File: src/rtl/jogo_pkg.sv
// Shared game-core types: enemy state encoding, screen size, frame-tick divider and the per-axis bounce step.
// Pure declarations; no timing or flow control of its own.
package jogo_pkg;

  typedef enum logic [1:0] {
    ATIVO    = 2'd0,
    ATINGIDO = 2'd1,
    MORTO    = 2'd2
  } estado_t;

  localparam int LARGURA_TELA  = 640;
  localparam int ALTURA_TELA   = 480;
  localparam int DIV_TICK_60HZ = 833333;

  typedef struct packed {
    logic [9:0] pos;
    logic       dir;   // 1 = moving towards larger coordinates
  } passo_t;

  // One tick of movement on one axis; sums are widened to 11 bits so they never wrap.
  function automatic passo_t passo(input logic [9:0] pos, input logic dir,
                                   input logic [9:0] vel, input logic [9:0] min,
                                   input logic [9:0] lim);
    passo_t r;
    r.pos = pos;
    r.dir = dir;
    if (dir) begin
      if (({1'b0, pos} + {1'b0, vel}) > {1'b0, lim}) begin
        r.pos = lim;
        r.dir = 1'b0;
      end else begin
        r.pos = pos + vel;
      end
    end else begin
      if ({1'b0, pos} < ({1'b0, min} + {1'b0, vel})) begin
        r.pos = min;
        r.dir = 1'b1;
      end else begin
        r.pos = pos - vel;
      end
    end
    return r;
  endfunction

endpackage

File: src/rtl/gerador_tick.sv
// Frame-tick generator: one-cycle tick every DIV cycles, combinational from the count register.
// pausa holds the count and masks the tick; limpar restarts the count from zero.
module gerador_tick import jogo_pkg::*; #(
  parameter int DIV = DIV_TICK_60HZ
) (
  input  logic CLOCK_50,
  input  logic reset,
  input  logic pausa,
  input  logic limpar,
  output logic tick
);

  localparam int             W      = (DIV > 1) ? $clog2(DIV) : 1;
  localparam logic [W-1:0]   ULTIMO = W'(DIV - 1);

  logic [W-1:0] cnt;

  assign tick = (cnt == ULTIMO) && !pausa;

  always_ff @(posedge CLOCK_50 or negedge reset) begin
    if (!reset)
      cnt <= '0;
    else if (limpar)
      cnt <= '0;
    else if (!pausa)
      cnt <= (cnt == ULTIMO) ? '0 : cnt + W'(1);
  end

endmodule

File: src/rtl/inimigo_movel.sv
// Enemy sprite controller: bouncing movement, hit points, invulnerability flash and respawn; 1-edge registered outputs.
// No backpressure: pausa freezes tick-driven behaviour and masks acerto, reiniciarJogo overrides everything.
module inimigo_movel import jogo_pkg::*; #(
  parameter int LARGURA       = 30,
  parameter int ALTURA        = 30,
  parameter int X_INICIAL     = 300,
  parameter int Y_INICIAL     = 300,
  parameter int X_MIN         = 0,
  parameter int X_MAX         = LARGURA_TELA - 1,
  parameter int Y_MIN         = 0,
  parameter int Y_MAX         = ALTURA_TELA - 1,
  parameter int VEL_X         = 2,
  parameter int VEL_Y         = 1,
  parameter int DIV_TICK      = DIV_TICK_60HZ,
  parameter int VIDA          = 3,
  parameter int TICKS_PISCA   = 30,
  parameter int TICKS_RESPAWN = 120
) (
  input  logic       CLOCK_50,
  input  logic       reset,
  input  logic       pausa,
  input  logic       reiniciarJogo,
  input  logic       acerto,
  output logic [9:0] largura,
  output logic [9:0] altura,
  output logic [9:0] x,
  output logic [9:0] y,
  output logic       visivel,
  output logic       vivo,
  output logic       destruido,
  output logic [3:0] vida
);

  localparam logic [9:0] XLIM = 10'(X_MAX - LARGURA + 1);
  localparam logic [9:0] YLIM = 10'(Y_MAX - ALTURA + 1);

  logic        tick;
  estado_t     estado;
  logic        dir_x, dir_y;
  logic [15:0] cnt_pisca, cnt_respawn;
  logic [1:0]  fase;
  passo_t      px, py;

  gerador_tick #(.DIV(DIV_TICK)) u_tick (
    .CLOCK_50 (CLOCK_50),
    .reset    (reset),
    .pausa    (pausa),
    .limpar   (reiniciarJogo),
    .tick     (tick)
  );

  assign largura = 10'(LARGURA);
  assign altura  = 10'(ALTURA);
  assign px      = passo(x, dir_x, 10'(VEL_X), 10'(X_MIN), XLIM);
  assign py      = passo(y, dir_y, 10'(VEL_Y), 10'(Y_MIN), YLIM);

  always_ff @(posedge CLOCK_50 or negedge reset) begin
    if (!reset) begin
      estado <= ATIVO;      x <= 10'(X_INICIAL);   y <= 10'(Y_INICIAL);
      dir_x <= 1'b1;        dir_y <= 1'b1;         vida <= 4'(VIDA);
      visivel <= 1'b1;      vivo <= 1'b1;          destruido <= 1'b0;
      cnt_pisca <= '0;      cnt_respawn <= '0;     fase <= '0;
    end else if (reiniciarJogo) begin
      estado <= ATIVO;      x <= 10'(X_INICIAL);   y <= 10'(Y_INICIAL);
      dir_x <= 1'b1;        dir_y <= 1'b1;         vida <= 4'(VIDA);
      visivel <= 1'b1;      vivo <= 1'b1;          destruido <= 1'b0;
      cnt_pisca <= '0;      cnt_respawn <= '0;     fase <= '0;
    end else begin
      destruido <= 1'b0;
      case (estado)
        ATIVO: begin
          if (tick) begin
            x <= px.pos;  dir_x <= px.dir;
            y <= py.pos;  dir_y <= py.dir;
          end
          if (acerto && !pausa) begin
            visivel <= 1'b0;
            if (vida > 4'd1) begin
              vida      <= vida - 4'd1;
              estado    <= ATINGIDO;
              cnt_pisca <= 16'(TICKS_PISCA);
              fase      <= '0;
            end else begin
              // A fatal hit on a tick edge still keeps the move taken above.
              vida        <= '0;
              estado      <= MORTO;
              vivo        <= 1'b0;
              destruido   <= 1'b1;
              cnt_respawn <= 16'(TICKS_RESPAWN);
            end
          end
        end
        ATINGIDO: begin
          if (tick) begin
            x <= px.pos;  dir_x <= px.dir;
            y <= py.pos;  dir_y <= py.dir;
            fase <= fase + 2'd1;
            if (fase == 2'd3)
              visivel <= ~visivel;
            if (cnt_pisca <= 16'd1) begin
              estado    <= ATIVO;
              visivel   <= 1'b1;
              cnt_pisca <= '0;
            end else begin
              cnt_pisca <= cnt_pisca - 16'd1;
            end
          end
        end
        MORTO: begin
          if (tick) begin
            if (cnt_respawn <= 16'd1) begin
              estado      <= ATIVO;
              x           <= 10'(X_INICIAL);
              y           <= 10'(Y_INICIAL);
              dir_x       <= 1'b1;
              dir_y       <= 1'b1;
              vida        <= 4'(VIDA);
              visivel     <= 1'b1;
              vivo        <= 1'b1;
              cnt_respawn <= '0;
            end else begin
              cnt_respawn <= cnt_respawn - 16'd1;
            end
          end
        end
        default: estado <= ATIVO;
      endcase
    end
  end

endmodule

File: config.mk
export PLATFORM = sky130hd
export DESIGN_NAME = inimigo_movel
export DESIGN_NICKNAME = d
export VERILOG_FILES = /design/src/rtl/jogo_pkg.sv /design/src/rtl/gerador_tick.sv /design/src/rtl/inimigo_movel.sv
export SDC_FILE = /design/constraint.sdc
export NUM_CORES = 1
export LEC_CHECK = 0
export BUFFER_PORTS_ARGS = -buffer_cell sky130_fd_sc_hd__buf_4
export CORE_UTILIZATION = 30
export CTS_BUF_LIST = sky130_fd_sc_hd__clkbuf_8
export CTS_CLUSTER_DIAMETER = 150
export DETAILED_ROUTE_END_ITERATION = 8
export PLACE_DENSITY = 0.44
export SLEW_MARGIN = 20
export SYNTH_ARGS = -nofsm -noshare
export SYNTH_HDL_FRONTEND = slang
export SYNTH_SLANG_ARGS = --single-unit
File: constraint.sdc
create_clock -name CLOCK_50 -period 6.3 [get_ports CLOCK_50]
set_clock_uncertainty 0.1 [all_clocks]
set_input_delay 0.63 -clock CLOCK_50 [delete_from_list [all_inputs] [get_ports CLOCK_50]]
set_output_delay 0.63 -clock CLOCK_50 [all_outputs]
set_load 0.05 [all_outputs]
# [After elaboration in Yosys (flattened, before gate mapping)]
# Index checks and enable logic that the tools add are counted.
[totals] register_bits=85 output_inout_bits=47 in_bits=5
[op_classes] n_reduce_logical=16 mux=74 n_bitwise=1 add_sub_neg=11 eq_ne=14 magnitude_cmp=7
[ops] op="2-to-1 mux 16 bit" count=10
[ops] op="2-to-1 mux 10 bit" count=10
[ops] op="case mux 16 bit (2 select lines)" count=2
[ops] op="2-to-1 mux 20 bit" count=3
[ops] op="case mux 10 bit (2 select lines)" count=2
[ops] op="<= comparator 16 x 1 -> 1 bit, second input constant" count=2
[ops] op="subtractor 16 x 1 -> 16 bit, second input constant" count=2
[ops] op="2-to-1 mux 1 bit" count=22
[ops] op="2-to-1 mux 11 bit" count=2
[ops] op="2-to-1 mux 2 bit" count=11
[ops] op="inequality test 3 bit, second input constant" count=7
[ops] op="adder 20 x 1 -> 20 bit, second input constant" count=1
[ops] op="== test 20 bit, second input constant" count=1
[ops] op="2-to-1 mux 4 bit" count=5
[ops] op="AND reduction 4 bit" count=4
[ops] op="adder 10 x 1 -> 11 bit, second input constant" count=1
[ops] op="adder 10 x 2 -> 11 bit, second input constant" count=1
[ops] op="> comparator 11 x 10 -> 1 bit, second input constant" count=1
[ops] op="> comparator 11 x 9 -> 1 bit, second input constant" count=1
[ops] op="adder 10 x 1 -> 10 bit, second input constant" count=1
[ops] op="adder 10 x 2 -> 10 bit, second input constant" count=1
[ops] op="less-than comparator 10 x 1 -> 1 bit, second input constant" count=1
[ops] op="less-than comparator 10 x 2 -> 1 bit, second input constant" count=1
[ops] op="AND reduction 5 bit" count=2
[ops] op="other kinds (23)" count=29

# [Depth between registers and ports, before layout]
# Gate-level depths: netlist of run 1.
[depth] word_depth=7 depth_mapped=11

# [Cells and area by module]
# A second synthesis of run 1 with hierarchy kept.
[unflattened] hier_cells=678 hier_area_um2=5785.5
[modules_own_cells] module="inimigo_movel" seq_area_each_um2=1619.1 area_per_inst_um2=4615.7 cells_per_inst=557 instances=1
[modules_own_cells] module="gerador_tick" seq_area_each_um2=500.5 area_per_inst_um2=1169.9 cells_per_inst=121 instances=1

# [Worst setup path after synthesis of run 1]
# No wires, ideal clock.
[synth_timing] path_kind="register to register" from="reg x[2]" to="reg x[4]" n_path_buf=0 period_less_slack_ps=2700 stages_incl_launch_ff=9 slack_ps=3600 setup_ps=94 t_arrival_ps=2506 path_cell_list="dfstp_2 ha_1 nand3_1 nor2_1 mux2_1 a311o_1 a21oi_2 a221oi_1 a211oi_1"
[synth_via] elab_chain_len=7 word_cells_on_any_way=11 cone_classes="3 x add/sub; 2 x order compare; 6 x mux"
[synth_lines] element="start, declared" line_no="inimigo_movel.sv:26" text="output logic [9:0] x,"
[synth_lines] element="start signal, assigned" line_no="inimigo_movel.sv:73" text="x <= px.pos; dir_x <= px.dir;"
[synth_lines] element="start signal, assigned" line_no="inimigo_movel.sv:95" text="x <= px.pos; dir_x <= px.dir;"
[synth_lines] element="start signal, assigned" line_no="inimigo_movel.sv:113" text="x <= 10'(X_INICIAL);"
[synth_lines] element="adder 10 x 2 -> 11 bit" line_no="jogo_pkg.sv:28" text="if (({1'b0, pos} + {1'b0, vel}) > {1'b0, lim}) begin"
[synth_lines] element="> comparator 11 x 10 -> 1 bit" line_no="jogo_pkg.sv:28"
[synth_lines] element="2-to-1 mux 10 bit" line_no="jogo_pkg.sv:28"
[synth_lines] element="2-to-1 mux 11 bit *" line_no="jogo_pkg.sv:27" text="if (dir) begin"
[synth_lines] element="2-to-1 mux 10 bit *" line_no="inimigo_movel.sv:72, inimigo_movel.sv:94"
[synth_lines] element="case mux 10 bit (2 select lines) *" line_no="inimigo_movel.sv:70" text="case (estado)"
[synth_lines] element="2-to-1 mux 10 bit *" line_no="inimigo_movel.sv:63" text="end else if (reiniciarJogo) begin"
# Mark *: on every way between the ends. The rest lies on a longest branch, timed or not. The select of a mux whose other input is x is not followed.
# A chain may end at the register's enable or synchronous reset.

# [Worst setup path in the final report of run 1]
[layout_timing] from="reg u_tick.cnt[0]" to="reg vivo"
[layout_via] elab_chain_len=4
[layout_lines] element="start, declared" line_no="gerador_tick.sv:16" text="logic [W-1:0] cnt;"
[layout_lines] element="start signal, assigned" line_no="gerador_tick.sv:26" text="cnt <= (cnt == ULTIMO) ? '0 : cnt + W'(1);"
[layout_lines] element="== test 20 bit" line_no="gerador_tick.sv:18" text="assign tick = (cnt == ULTIMO) && !pausa;"
[layout_lines] element="logical AND 1 bit" line_no="gerador_tick.sv:18"
[layout_lines] element="inequality test 3 bit (no line)"
[layout_lines] element="AND reduction 5 bit (no line)"
[layout_lines] element="end signal, assigned" line_no="inimigo_movel.sv:61" text="visivel <= 1'b1; vivo <= 1'b1; destruido <= 1'b0;"
[layout_lines] element="end signal, assigned" line_no="inimigo_movel.sv:66" text="visivel <= 1'b1; vivo <= 1'b1; destruido <= 1'b0;"
[layout_lines] element="end signal, assigned" line_no="inimigo_movel.sv:87" text="vivo <= 1'b0;"
[layout_lines] element="end, declared" line_no="inimigo_movel.sv:29" text="output logic vivo,"
# No other way between the ends.

==> flow_metrics.tcl, run 1 <==
set metrics [dict create \
    status "finished clean" \
    p_seq_share_pct 37.6 \
    relSlewSlack_pct 35.1 \
    fin_crit_sh_pct 47.1 \
    yosysSeqAreaShare_pct 36.4 \
    final.min_clock_period_ps 2970 \
    synth-async-reset-ratio_pct 100 \
    power.density_nw_per_um2 299 \
    layoutNonFillerInstCount 965 \
    holdBufCountCts 1 \
    synth_edf_count 0 \
    grt_use_total_pct 15.9 \
    fmax_ghz 0.337 \
    final_common_cell "nor2_1" \
    place_ws_ps 3340 \
    cp-start-kind "flop" \
    grt_max_degree 74 \
    min_from "cnt_pisca[7]" \
    layout_common_cells "74 x nor2_1, 70 x dfrtp_1, 59 x o21ai_0" \
    worstHoldPathCells 1 \
    comb_power_share_pct 40.9 \
    finalSetupTns_ps 0 \
    peakVddDrop_mv 0.142 \
    tritoncts.num_buffers 9 \
    crit_path_end_kind "flop" \
    worst-setup-path-type "reg -> reg" \
    synth_top_area_share_pct 30.1 \
    clk_pin_slew_ps 100 \
    min_path_type "reg -> reg" \
    hpwlAfterDp_um 10500 \
    via_count 5104 \
    fin_hold_ws_ps 404 \
    clk_path_buf_depth 2 \
    n_antenna_cell 0 \
    worst_slack_ps 3330 \
    post_drt_via_cell_ratio 5.29 \
    report.final.slew_viol_count 0 \
    r2r_slack_ps 3330 \
    synthCells 693 \
    postRouteWirelength_um 15100 \
    finalPower_mw 1.91 \
    postCtsResizedCells 0 \
    area_growth_pct 9.51 \
    clock-sinks 84 \
    insertion_delay_ps 380 \
    critical_path_arrival_ps 3170 \
    postCtsSetupBuffers 0 \
    yosys-top-cells-area "dfrtp_1 30%, dfstp_2 6.3%, o21ai_0 5.1%" \
    drive_gt1_share_pct 14.5 \
    synth_area_per_cell_sq_um 8.41 \
    drc_errors 0 \
    reg2reg_depth 8 \
    rsz0062_at_grt "false" \
    std_cell_rows 50 \
    nets 722 \
    finalHoldViolations 0 \
    max_slew.worst_pin.slew_ps 973 \
    r2r_end "vivo" \
    tritoncts "built" \
    overflow 0 \
    die_h_um 141 \
    fp.coreArea_sq_um 18900 \
    power.switching_mw 0.825 \
    yosysWarnings 0 \
    antenna_found_initial 0 \
    final-setup-viol-count 0 \
    r2r-start "u_tick.cnt[0]" \
    cts-root-buf "clkbuf_8" \
    drt_iter0_drc 244 \
    cp_max_fo 11 \
    holdPathEnd "cnt_pisca[7]" \
    dp_cells 948 \
    ys.flop_type "dfrtp_1" \
    p_int_mw 1.08 \
    synth_cell_types 76 \
    p_sw_share_pct 43.3 \
    initial_core_util_pct 30.8 \
    syn-cell-area_sq_um 5830 \
    ys_seq_elements 84 \
    cp_data_required_time_ps 6510 \
    drtPass1Iterations 5 \
    gp_congestion 0.806 \
    postRouteAntennaNets 0 \
    clkPwrFrac_pct 21.5 \
    post_drt_wl_per_cell_um 15.6 \
    maxCapViolCount 0 \
    io_pins 52 \
    htreeDepth 3 \
    dieWidth_um 141 \
    numPortBuffers 30 \
    grt_pass1_vias 5057 \
    dieArea_sq_um 20000 \
    p_leak_nw 2.58 \
    grt_pass1_wl_um 25500 \
    synth_top_area_cell "dfrtp_1" \
]
layer usage:
metal  vias up  global-route usage (%)  routed length [um]
li1       2472                       -                   -
met3        20                    3.04                 516
met5         -                       0                   0
met2       103                    27.0                7310
met4         0                    5.72                 226
met1      2509                    20.0                7010
sequential cells by signal (all words and copies together) (netlist names):
| register | flops |
|---|---|
| fase | 2 |
| y | 10 |
| dir_x | 1 |
| x | 9 |
| cnt_pisca | 16 |
| dir_y | 1 |
| estado | 2 |
| u_tick.cnt | 20 |
| visivel | 1 |
| vida | 4 |
| vivo | 1 |
| destruido | 1 |
| cnt_respawn | 16 |
stage by stage:
step / utilization, % / instance area, sq um
floorplan: - / 5900
global placement: 32.7 / 6170
detailed placement: 32.7 / 6170
CTS: 33.8 / 6380
global route: 33.8 / 6380
finish: 33.8 / 6380
worst max path at each step:
| stage | startpoint | endpoint | slack [ps] |
|---|---|---|---|
| after floorplan | x[2] | x[4] | 3600 |
| after global placement | u_tick.cnt[0] | vivo | 3450 |
| after detailed placement | u_tick.cnt[0] | vivo | 3340 |
| after CTS | u_tick.cnt[0] | vivo | 3300 |
| after global routing | cnt_respawn[4] | vivo | 3000 |
| final | u_tick.cnt[0] | vivo | 3330 |
Yosys cell counts, types with 5 or more instances:
| cell type | instances |
|---|---|
| nor2_1 | 74 |
| dfrtp_1 | 70 |
| o21ai_0 | 59 |
| nand2_1 | 49 |
| a21oi_1 | 40 |
| nor3_1 | 39 |
| inv_1 | 31 |
| clkbuf_1 | 25 |
| buf_4 | 23 |
| nand3_1 | 21 |
| ha_1 | 17 |
| xnor2_1 | 17 |
| dfstp_2 | 14 |
| o31ai_1 | 14 |
| nand4_1 | 12 |
| and3_1 | 10 |
| buf_2 | 10 |
| xor2_1 | 10 |
| nor2b_1 | 8 |
| nor4_1 | 8 |
| or3_1 | 8 |
| a31oi_1 | 7 |
| mux2_2 | 6 |
| and2_1 | 5 |
| and4_1 | 5 |
| mux2i_1 | 5 |
| o211ai_1 | 5 |
cell families after synthesis:
kind of cell / count (synthesis) / share of synthesized area (%)
multiplexers: 12 / 2.21
other: 2 / 0.129
AND/OR/NAND/NOR: 279 / 25.9
flip-flops: 84 / 36.4
adder cells (fa/ha/maj): 17 / 3.65
buffers and inverters: 93 / 7.69
AO/OA/AOI/OAI: 179 / 20.0
XOR/XNOR: 27 / 4.06
final cells by class:
cell class	instances	area, sq um
Multi-Input combinational cell	535	3330
Inverter	34	128
Clock buffer	9	124
Timing Repair Buffer	36	273
Tap cell	260	325
Fill cell	1968	12500
Sequential cell	84	2120
Clock inverter	7	76.3
worst max-delay path, cell delays in order, from the launching register on:
cell	delay, ps
dfrtp_1	430
inv_1	70
ha_1	130
and4b_1	240
nand4_2	210
o31ai_2	470
nand2_1	100
a21oi_1	710
mux2_2	410
power groups by stage:
| stage | sequential [mW] | combinational [mW] | clock [mW] |
|---|---|---|---|
| floorplan | 0.780 | 0.539 | 0 |
| global placement | 0.726 | 0.775 | 0 |
| detailed placement | 0.727 | 0.785 | 0 |
| CTS | 0.717 | 0.789 | 0.434 |
| global route | 0.732 | 0.868 | 0.450 |
| finish | 0.718 | 0.780 | 0.410 |
Note: power is estimated with default switching activity, not from simulation.
==> inputs of run 2 (changes only) <==
==> constraint.sdc (replaced) <==
create_clock -name CLOCK_50 -period 2.82 [get_ports CLOCK_50]
set_clock_uncertainty 0.1 [all_clocks]
set_input_delay 0.282 -clock CLOCK_50 [delete_from_list [all_inputs] [get_ports CLOCK_50]]
set_output_delay 0.282 -clock CLOCK_50 [all_outputs]
set_load 0.05 [all_outputs]
==> flow_metrics.tcl, run 2 (same netlist as run 1, synthesis figures left out) <==
set metrics [dict create \
    status "finished clean" \
    regMostFlops "u_tick.cnt" \
    numPortBuffers 30 \
    fin_crit_sh_pct 93.3 \
    via_count 5134 \
    tritoncts.num_buffers 9 \
    finalSetupTns_ps 0 \
    post_drt_via_cell_ratio 5.16 \
    critical_path_arrival_ps 2820 \
    gp_congestion 0.862 \
    drtPass1Iterations 5 \
    std_cell_rows 50 \
    initial_core_util_pct 30.8 \
    max_slew.worst_pin.slew_ps 675 \
    final.min_clock_period_ps 2630 \
    n_antenna_cell 0 \
    htreeDepth 3 \
    drc_errors 0 \
    layoutNonFillerInstCount 995 \
    post_drt_wl_per_cell_um 15.3 \
    nets 752 \
    rsz0062_at_grt "false" \
    die_h_um 141 \
    crit_path_end_kind "flop" \
    peakVddDrop_mv 0.287 \
    largest_reg_flops 20 \
    io_pins 52 \
    hpwlAfterDp_um 10900 \
    grt_use_total_pct 16.0 \
    fill_cells 2018 \
    grt_pass1_vias 4987 \
    p_leak_nw 2.74 \
    grt_max_degree 45 \
    dp_cells 974 \
    report.final.slew_viol_count 0 \
    clock-sinks 84 \
    maxCapViolCount 0 \
    min_path_type "in -> reg" \
    clk_pin_slew_ps 90 \
    drive_gt1_share_pct 18.6 \
    area_growth_pct 14.1 \
    fp.coreArea_sq_um 18900 \
    final-setup-viol-count 0 \
    finalHoldViolations 0 \
    finalPower_mw 4.37 \
    clk_path_buf_depth 2 \
    cp_data_required_time_ps 3010 \
    relSlewSlack_pct 54.7 \
    insertion_delay_ps 380 \
    tritoncts "built" \
    postRouteAntennaNets 0 \
    cp-start-kind "flop" \
    cts-root-buf "clkbuf_8" \
    dieArea_sq_um 20000 \
    fmax_ghz 0.380 \
    postRouteWirelength_um 15200 \
    overflow 0 \
    fin_hold_ws_ps 130 \
    final_core_util_pct 35.2 \
    antenna_found_initial 0 \
    worst-setup-path-type "reg -> reg" \
    cp_max_fo 10 \
    dieWidth_um 141 \
    drt_iter0_drc 221 \
    grt_pass1_wl_um 25400 \
    layout_common_cells "73 x nor2_1, 70 x dfrtp_1, 64 x buf_4" \
    final_common_cell "nor2_1" \
    power.density_nw_per_um2 657 \
    reg.largest.list "u_tick.cnt (20), cnt_pisca (16), cnt_respawn (16)" \
]
run 2: changes by cell type in the layout (fill, tap and decap cells not counted), moves of 2 or more:
cell	previous run	this run
inv_6	0	2
buf_4	35	64
clkinvlp_4	3	1
clkinv_2	0	2
run 2: cell type report:
cell class | instances | area (sq um) | share of cell area (%)
clock buffers | 9 | 124 | 1.86
clock inverters | 7 | 73.8 | 1.11
flip-flops and latches | 84 | 2120 | 31.9
inverters | 34 | 128 | 1.92
well taps | 260 | 325 | 4.89
multi-input cells | 535 | 3370 | 50.7
repair buffers | 66 | 510 | 7.68
run 2: through the flow:
step           area [sq um]  worst slack [ps]
3_5_place_dp           6380               110
4_1_cts                6590              81.4
3_3_place_gp           6380               155
6_report               6650               189
2_1_floorplan          5900               120
5_1_grt                6650              28.7
run 2: worst max-delay path: stages, from the launching register on:
cell and delay [ps]:
dfstp_2 620, ha_1 190, nand3_1 120, nor2_2 210, mux2_1 340, a311o_1 370, a21oi_4 300, a221oi_1 120
a211oi_1 170
run 2: report_power, final:
part           internal [mW]  switching [mW]
clock network          0.414           0.499
registers               1.40           0.180
logic                  0.701            1.18
total                   2.51            1.86
run 2: final timing paths:
check / end / start / depth (start not counted) / slack (ps)
max: x[4] / x[2] / 8 / 190
max reg2reg: x[4] / x[2] / 8 / 190
max in group asynchronous: x[2] / reset / 3 / 1600
min reg2reg: fase[1] / fase[1] / 2 / 400
min: x[4] / reiniciarJogo / 2 / 130
min in group asynchronous: cnt_respawn[12] / reset / 2 / 360
run 2: repair_timing:
item	in CTS	in global routing
setup buffers	0	4
hold endpoints to repair	41	0
hold buffers	1	0
setup endpoints to repair	0	9
resized for setup	0	6
run 2: layer usage:
layer	wire [um]	track usage (%)	part of all wire (%)
met4	214	4.81	1.4
met3	606	3.61	4.0
met1	7190	20.5	47
met5	0	0	0
met2	7220	26.9	47
==> inputs of run 3 (changes only) <==
--- a/config.mk
+++ b/config.mk
@@ -6,11 +6,11 @@
 export NUM_CORES = 1
 export LEC_CHECK = 0
 export BUFFER_PORTS_ARGS = -buffer_cell sky130_fd_sc_hd__buf_4
-export CORE_UTILIZATION = 30
+export CORE_UTILIZATION = 45
 export CTS_BUF_LIST = sky130_fd_sc_hd__clkbuf_8
 export CTS_CLUSTER_DIAMETER = 150
 export DETAILED_ROUTE_END_ITERATION = 8
-export PLACE_DENSITY = 0.44
+export PLACE_DENSITY = 0.61
 export SLEW_MARGIN = 20
 export SYNTH_ARGS = -nofsm -noshare
 export SYNTH_HDL_FRONTEND = slang
==> flow_metrics.tcl, run 3 (same netlist as run 1, synthesis figures left out) <==
set metrics [dict create \
    postRouteWirelength_um 13900 \
    n_antenna_cell 0 \
    max_slew.worst_pin.slew_ps 719 \
    min_path_type "in -> reg" \
    post_drt_wl_per_cell_um 15.3 \
    hpwlAfterDp_um 9860 \
    crit_path_end_kind "flop" \
    grt_max_degree 52 \
    dpl_cell_area_sq_um 6270 \
    critical_path_arrival_ps 2850 \
    cp_data_required_time_ps 3020 \
    cp-start-kind "flop" \
    io_pins 52 \
    place_ws_ps -6.91 \
    clk_path_buf_depth 2 \
    slowest_delay_ps 630 \
    final_common_cell "nor2_1" \
    grt_pass1_vias 4782 \
    peakVddDrop_mv 0.439 \
    die_h_um 116 \
    maxCapViolCount 0 \
    numPortBuffers 30 \
    path_cells "ha_2 > nand3_1 > nor2_2 > mux2_1 > a311o_1 > a21oi_4 > buf_4 > a311oi_1 > a21oi_1" \
    worst_slack_ps 174 \
    clock-sinks 84 \
    finalSetupTns_ps 0 \
    drive_gt1_share_pct 18.4 \
    fp.coreArea_sq_um 12600 \
    postLayoutCellArea_sq_um 6530 \
    fin_hold_ws_ps 142 \
    grt_use_total_pct 21.6 \
    critical_path.endpoint "x[2]" \
    fin_crit_sh_pct 93.8 \
    insertion_delay_ps 370 \
    drt_iter0_drc 378 \
    status "finished clean" \
    p_leak_nw 2.73 \
    dieArea_sq_um 13400 \
    final.min_clock_period_ps 2650 \
    clk_pin_slew_ps 90 \
    tritoncts.num_buffers 9 \
    htreeDepth 3 \
    dieWidth_um 116 \
    r2r-start "x[2]" \
    r2r_slack_ps 170 \
    finalHoldViolations 0 \
    via_count 5233 \
    final-setup-viol-count 0 \
    cp_max_fo 10 \
    reg2reg_depth 9 \
    area_growth_pct 12.2 \
    drc_errors 0 \
    regMostFlops "u_tick.cnt" \
    largest_reg_flops 20 \
    antenna_found_initial 0 \
    fill_cells 1216 \
    cpMaxStageDelayCell "dfstp_2" \
    overflow 0 \
    power.density_nw_per_um2 675 \
    report.final.slew_viol_count 0 \
    reg.largest.list "u_tick.cnt (20), cnt_pisca (16), cnt_respawn (16)" \
    post_drt_via_cell_ratio 5.78 \
    gp_congestion 0.899 \
    nets 751 \
    tritoncts "built" \
    postRouteAntennaNets 0 \
    fmax_ghz 0.378 \
    r2r_end "x[2]" \
    std_cell_rows 41 \
    rsz0062_at_grt "false" \
    grt_pass1_wl_um 22900 \
    critPathLaunch "x[2]" \
    layout_common_cells "73 x nor2_1, 70 x dfrtp_1, 63 x buf_4" \
    cts-root-buf "clkbuf_8" \
    drtPass1Iterations 8 \
    worst-setup-path-type "reg -> reg" \
    relSlewSlack_pct 52.0 \
    initial_core_util_pct 46.2 \
]
## run 3: layout make-up
cell class                 instances  area (sq um)  share of cell area (%)
multi-input combinational        535          3360                    51.4
sequential                        84          2120                    32.4
timing repair buffer              65           503                    7.70
tap                              172           215                    3.29
clock buffer                      11           151                    2.32
inverter                          34           128                    1.95
clock inverter                     5          58.8                   0.900
## run 3: timing repair
| action | 4_1_cts | 5_1_grt |
|---|---|---|
| cloned | 0 | 0 |
| endpoints found under the hold margin | 21 | 0 |
| resized for setup | 1 | 3 |
| pin swaps | 0 | 1 |
| endpoints found under the setup margin | 1 | 6 |
| buffers inserted | 0 | 2 |
| hold buffers | 1 | 0 |
## run 3: worst min-delay path by stage
stage	start	end	cells past startpoint
floorplan	reset	cnt_pisca[0]	0
detailed placement	reset	y[0]	1
finish	reiniciarJogo	x[4]	2
global placement	reset	y[0]	1
CTS	reiniciarJogo	x[4]	2
global route	pausa	u_tick.cnt[1]	2
## run 3: report_power, final
part | switching (mW) | total [mW] | internal [mW]
logic | 1.16 | 1.88 | 0.725
clock network | 0.471 | 0.930 | 0.460
registers | 0.196 | 1.59 | 1.40
## run 3: worst max-delay path, delay by kind of cell, from the launching register on
kind / cells / cell delay [ps]
AO/OA/AOI/OAI: 4 / 780
flip-flops: 1 / 630
multiplexers: 1 / 340
AND/OR/NAND/NOR: 2 / 340
adder cells (fa/ha/maj): 1 / 260
buffers and inverters: 1 / 140
## run 3: routing by layer
metal / track usage, % / share of wire, %
met5: 0 / 0
met4: 8.21 / 1.5
met3: 2.93 / 4.0
met2: 37.3 / 49
met1: 27.4 / 46
## run 3: stage by stage
stage / util (%) / total power [mW] / std cells
2_1_floorplan: - / 2.95 / 712
3_3_place_gp: 49.7 / 3.45 / 887
3_5_place_dp: 49.7 / 3.48 / 887
4_1_cts: 51.5 / 4.43 / 904
5_1_grt: 51.8 / 4.71 / 906
6_report: 51.8 / 4.41 / 906
